### src/rtl/uart_tx_fifo.sv
// UART transmitter with an internal word FIFO. Frames are start, DATA_BITS LSB first,
// an optional parity bit and STOP_BITS stop bits; queued words go out back-to-back.
module uart_tx_fifo #(
    parameter int CLKS_PER_BIT = 10416,
    parameter int DATA_BITS    = 8,
    parameter int PARITY       = 0,
    parameter int STOP_BITS    = 1,
    parameter int FIFO_DEPTH   = 16
) (
    input  logic                          clk,
    input  logic                          rst,
    input  logic                          tx_dv,
    input  logic [DATA_BITS-1:0]          tx_byte,
    output logic                          tx_ready,
    output logic                          tx_serial,
    output logic                          tx_done,
    output logic                          tx_busy,
    output logic [$clog2(FIFO_DEPTH):0]   fifo_count
);

    localparam int CW = $clog2(CLKS_PER_BIT);
    localparam int AW = $clog2(FIFO_DEPTH);
    localparam int BW = $clog2(DATA_BITS);

    localparam logic [CW-1:0] CLK_LAST  = CW'(CLKS_PER_BIT - 1);
    localparam logic [BW-1:0] DATA_LAST = BW'(DATA_BITS - 1);
    localparam logic [BW-1:0] STOP_LAST = BW'(STOP_BITS - 1);
    localparam logic [AW:0]   FULL_CNT  = (AW + 1)'(FIFO_DEPTH);

    typedef enum logic [2:0] {S_IDLE, S_START, S_DATA, S_PARITY, S_STOP} state_t;

    state_t                 state_q, state_d;
    logic [CW-1:0]          clk_cnt_q, clk_cnt_d;
    logic [BW-1:0]          bit_cnt_q, bit_cnt_d;
    logic [DATA_BITS-1:0]   shift_q, shift_d;
    logic                   par_q, par_d;
    logic                   serial_q, serial_d;
    logic [AW-1:0]          wr_ptr_q, rd_ptr_q;
    logic [AW:0]            count_q;
    logic [DATA_BITS-1:0]   mem_q [FIFO_DEPTH];

    logic                   push, pop, bit_end, fifo_empty, done;
    logic [DATA_BITS-1:0]   head;

    assign tx_ready   = (count_q != FULL_CNT);
    assign push       = tx_dv && tx_ready;
    assign fifo_empty = (count_q == '0);
    assign head       = mem_q[rd_ptr_q];
    assign bit_end    = (clk_cnt_q == CLK_LAST);

    always_comb begin
        state_d   = state_q;
        clk_cnt_d = bit_end ? '0 : clk_cnt_q + 1'b1;
        bit_cnt_d = bit_cnt_q;
        shift_d   = shift_q;
        par_d     = par_q;
        serial_d  = serial_q;
        pop       = 1'b0;
        done      = 1'b0;
        case (state_q)
            S_IDLE: begin
                clk_cnt_d = '0;
                serial_d  = 1'b1;
                pop       = !fifo_empty;
            end
            S_START: begin
                if (bit_end) begin
                    state_d   = S_DATA;
                    bit_cnt_d = '0;
                    serial_d  = shift_q[0];
                    shift_d   = shift_q >> 1;
                end
            end
            S_DATA: begin
                if (bit_end) begin
                    if (bit_cnt_q == DATA_LAST) begin
                        bit_cnt_d = '0;
                        if (PARITY != 0) begin
                            state_d  = S_PARITY;
                            serial_d = par_q;
                        end else begin
                            state_d  = S_STOP;
                            serial_d = 1'b1;
                        end
                    end else begin
                        bit_cnt_d = bit_cnt_q + 1'b1;
                        serial_d  = shift_q[0];
                        shift_d   = shift_q >> 1;
                    end
                end
            end
            S_PARITY: begin
                if (bit_end) begin
                    state_d   = S_STOP;
                    bit_cnt_d = '0;
                    serial_d  = 1'b1;
                end
            end
            S_STOP: begin
                if (bit_end) begin
                    if (bit_cnt_q == STOP_LAST) begin
                        done    = 1'b1;
                        pop     = !fifo_empty;
                        state_d = S_IDLE;
                    end else begin
                        bit_cnt_d = bit_cnt_q + 1'b1;
                    end
                end
            end
            default: state_d = S_IDLE;
        endcase
        // Loading a frame is shared by IDLE and the final stop cycle, so chained frames get no gap.
        if (pop) begin
            state_d   = S_START;
            clk_cnt_d = '0;
            shift_d   = head;
            par_d     = (PARITY == 2) ? ~^head : ^head;
            serial_d  = 1'b0;
        end
    end

    always_ff @(posedge clk or posedge rst) begin
        if (rst) begin
            state_q   <= S_IDLE;
            clk_cnt_q <= '0;
            bit_cnt_q <= '0;
            shift_q   <= '0;
            par_q     <= 1'b0;
            serial_q  <= 1'b1;
            wr_ptr_q  <= '0;
            rd_ptr_q  <= '0;
            count_q   <= '0;
        end else begin
            state_q   <= state_d;
            clk_cnt_q <= clk_cnt_d;
            bit_cnt_q <= bit_cnt_d;
            shift_q   <= shift_d;
            par_q     <= par_d;
            serial_q  <= serial_d;
            if (push) wr_ptr_q <= wr_ptr_q + 1'b1;
            if (pop)  rd_ptr_q <= rd_ptr_q + 1'b1;
            if (push && !pop)      count_q <= count_q + 1'b1;
            else if (pop && !push) count_q <= count_q - 1'b1;
        end
    end

    always_ff @(posedge clk) begin
        if (push) mem_q[wr_ptr_q] <= tx_byte;
    end

    assign tx_serial  = serial_q;
    assign tx_done    = done;
    assign tx_busy    = (state_q != S_IDLE);
    assign fifo_count = count_q;

endmodule
### config.mk
export PLATFORM = sky130hd
export DESIGN_NAME = uart_tx_fifo
export DESIGN_NICKNAME = d
export VERILOG_FILES = /design/src/rtl/uart_tx_fifo.sv
export SDC_FILE = /design/constraint.sdc
export NUM_CORES = 1
export LEC_CHECK = 0
export CORE_MARGIN = 2
export CORE_UTILIZATION = 60
export CTS_CLUSTER_SIZE = 25
export DETAILED_ROUTE_END_ITERATION = 10
export PLACE_DENSITY = 0.78
export SETUP_SLACK_MARGIN = 0.02
export SLEW_MARGIN = 20
export SYNTH_ARGS = -nofsm -noshare
export SYNTH_HDL_FRONTEND = slang
export SYNTH_SLANG_ARGS = --single-unit
### constraint.sdc
create_clock -name clk -period 4.5 [get_ports clk]
set_input_delay 1.35 -clock clk [delete_from_list [all_inputs] [get_ports clk]]
set_output_delay 1.35 -clock clk [all_outputs]
set_load 0.05 [all_outputs]
==> impl_metrics.env <==
export IMPL_cts_sinks=170
export IMPL_fin_crit_ns=4.01
export IMPL_switching_share=0.266
export IMPL_io_pins=20
export IMPL_skew_ns=0.00579
export IMPL_cts_repair_resized=0
export IMPL_drt_iter0_markers=364
export IMPL_synth_area_leaders="edfxtp_1 53%, dfrtp_1 14%, mux4_2 5.9%"
export IMPL_antenna_found_initial=0
export IMPL_cts_buffer_depth=2
export IMPL_ys_ff_latch=170
export IMPL_seqPwrFrac=0.505
export IMPL_hold_path_class="reg -> reg"
export IMPL_num_fill_cells=761
export IMPL_setup_ws_ns=0.491
export IMPL_start_kind="register"
export IMPL_r2r_end="fifo_count[4]"
export IMPL_cp_arrival_ns=2.66
export IMPL_leakagePower_uw=0.00291
export IMPL_fin_crit_sh=0.891
export IMPL_clkPwrFrac=0.354
export IMPL_rsz0062_at_grt="no"
export IMPL_status="complete, no violations"
export IMPL_slew_headroom=0.313
export IMPL_cp_required_ns=3.15
export IMPL_crit_start="clk_cnt_q[0]"
export IMPL_synth_top_area_share=0.532
export IMPL_cp_endpoint="tx_done"
export IMPL_power_density_nw_per_um2=476
export IMPL_drive_above_1_share=0.159
export IMPL_diodes=0
export IMPL_grt_max_degree=35
export IMPL_drc=0
export IMPL_ys_flop_type="edfxtp_1"
export IMPL_core_sq_um=11900
export IMPL_crit_path_end_kind="primary output"
export IMPL_holdPathStages=1
export IMPL_reg2reg_depth=14
export IMPL_grt_pass1_wl_mm=20.9
export IMPL_place_gp_congestion=0.802
export IMPL_dieArea_sq_um=12900
export IMPL_p_int_uw=2820
export IMPL_final_common_cell="edfxtp_1"
export IMPL_regArea_sq_um=4900
export IMPL_synthesis_nets=456
export IMPL_vias_per_cell=6.15
export IMPL_cts_tree="yes"
export IMPL_combPwrFrac=0.141
export IMPL_clk_latency_ns=0.43
export IMPL_final_nets=484
export IMPL_final_cell_mix="128 x edfxtp_1, 40 x dfrtp_1, 35 x nor2_1"
export IMPL_multi_input_area_sq_um=2120
export IMPL_syn_area_sq_um=7220
export IMPL_synth_cell_types=49
export IMPL_grt_pass1_vias=3883
export IMPL_syn_inst=430
export IMPL_cts_htree_levels=4
export IMPL_die_h_um=114
export IMPL_ant_nets=0
export IMPL_wl_mm=13.2
export IMPL_synthArstFlopShare=0.247
export IMPL_p_sw_uw=1020
export IMPL_io_buffers=19
export IMPL_grtUsageTotal=0.224
export IMPL_pre_cts_slack_ns=0.690
export IMPL_wire_per_inst_um=21.3
export IMPL_ys_warnings_count=0
export IMPL_slew_violations=0
export IMPL_synth_top_area_cell="edfxtp_1"
export IMPL_fmax_mhz=249
export IMPL_ir_drop_uv=347
export IMPL_cp_max_fo=7
export IMPL_rrSetupSlack_ns=1.09
export IMPL_clk_pin_slew_ns=0.06
export IMPL_num_rows=40
export IMPL_synth_seq_area_share=0.678
export IMPL_initial_core_util=0.609
export IMPL_cts_buffers_inserted=17
export IMPL_dp_hpwl_mm=8.31
export IMPL_num_vias=3798
export IMPL_syn_to_final_growth_pct=11.6
export IMPL_grt_overflow_total=0
export IMPL_max_cap_violations=0
export IMPL_cts_setup_buffers=0
export IMPL_hold_slack_ns=0.464
export IMPL_final_setup_tns_ns=0
export IMPL_synth_area_per_cell_sq_um=16.8
export IMPL_worst_slew_pin_slew_ns=1.03
export IMPL_first_pass_iters=5
export IMPL_path_class="reg -> out"
export IMPL_synth_edf_count=128
export IMPL_rr_startpoint="bit_cnt_q[0]"
export IMPL_timing_hold_violations_final=0
export IMPL_postCtsHoldBufs=0
export IMPL_die_width_um=114
export IMPL_setup_viol=0
export IMPL_root_buffer="clkbuf_16"
==> how the worst min path moves through the flow <==
stage / slack, ns / end / startpoint
2_1_floorplan: 0.43 / clk_cnt_q[0] / clk_cnt_q[0]
3_5_place_dp: 0.46 / clk_cnt_q[0] / clk_cnt_q[0]
4_1_cts: 0.47 / clk_cnt_q[0] / clk_cnt_q[0]
3_3_place_gp: 0.44 / clk_cnt_q[0] / clk_cnt_q[0]
5_1_grt: 0.50 / clk_cnt_q[0] / clk_cnt_q[0]
6_report: 0.46 / clk_cnt_q[0] / clk_cnt_q[0]
==> routing by layer <==
layer / vias up / GRT usage / share of wire
li1: 1722 / - / -
met1: 1923 / 0.304 / 0.42
met2: 123 / 0.360 / 0.50
met3: 30 / 0.0558 / 0.055
met4: 0 / 0.0837 / 0.022
met5: - / 0 / 0
==> worst max-delay path, cell delays in order (launching register included) <==
cell and delay, ns:
dfrtp_1 0.37, ha_1 0.20, and3_1 0.30, nand4_4 0.19
nor4_1 0.31, clkdlybuf4s50_1 0.85
==> cells by family (layout without fill, tap and decap cells) <==
kind of cell               count (synthesis)  in the layout  share of synthesized area
muxes                                     38             38                      0.115
AOI/OAI and AO/OA                         44             44                     0.0452
adders and majority gates                 15             15                     0.0270
and+or+nand+nor                          109            109                     0.0788
xor gates and xnor gates                  22             22                     0.0267
DFF                                      170            170                      0.678
buffers and inverters                     32             73                     0.0289
==> power by group through the flow <==
stage | registers, uW | logic [uW] | clock network, uW
detailed placement | 1960 | 539 | 0
global placement | 1960 | 513 | 0
finish | 1940 | 540 | 1360
floorplan | 2010 | 303 | 0
global route | 1950 | 590 | 1440
CTS | 1940 | 544 | 1380
==> final cells by class <==
type	instances	area share
sequential	170	0.608
tap	147	0.0228
timing repair buffer	28	0.0320
inverter	13	0.00606
clock inverter	13	0.0144
clock buffer	19	0.0537
multi-input combinational	228	0.263
==> stage by stage <==
stage,instance area (sq um),total power (uW),instances,utilization
3_5_place_dp,7500,2500,586,0.633
5_1_grt,8060,3980,618,0.679
4_1_cts,8050,3860,618,0.679
2_1_floorplan,7220,2310,430,-
3_3_place_gp,7500,2470,586,0.633
6_report,8060,3830,618,0.679
==> cell usage after synthesis, types with 2 or more instances <==
master / n
mux2_2: 2
a21oi_1: 7
o21ai_0: 10
mux4_1: 13
dfrtp_1: 41
buf_6: 3
nand2_1: 20
inv_1: 13
xnor2_1: 15
ha_1: 14
edfxtp_1: 128
nor3_1: 6
o221a_2: 7
nor2_1: 35
xor2_1: 7
and3_1: 3
mux2i_1: 4
buf_2: 3
and2_1: 3
buf_12: 2
or3_1: 2
nor4_1: 2
nand3_1: 11
nand4_1: 6
clkbuf_8: 3
buf_1: 2
clkbuf_1: 6
a22oi_1: 14
mux4_2: 19
nand2b_1: 8
nor2b_1: 3
==> sequential cells by signal (all words and copies together), names as in the netlist <==
| signal | flops |
|---|---|
| mem_q | 128 |
| clk_cnt_q | 14 |
| shift_q | 8 |
| fifo_count | 5 |
| rd_ptr_q | 4 |
| wr_ptr_q | 4 |
| bit_cnt_q | 3 |
| state_q | 3 |
| tx_serial | 1 |
Power figures use the tool's default switching activity.
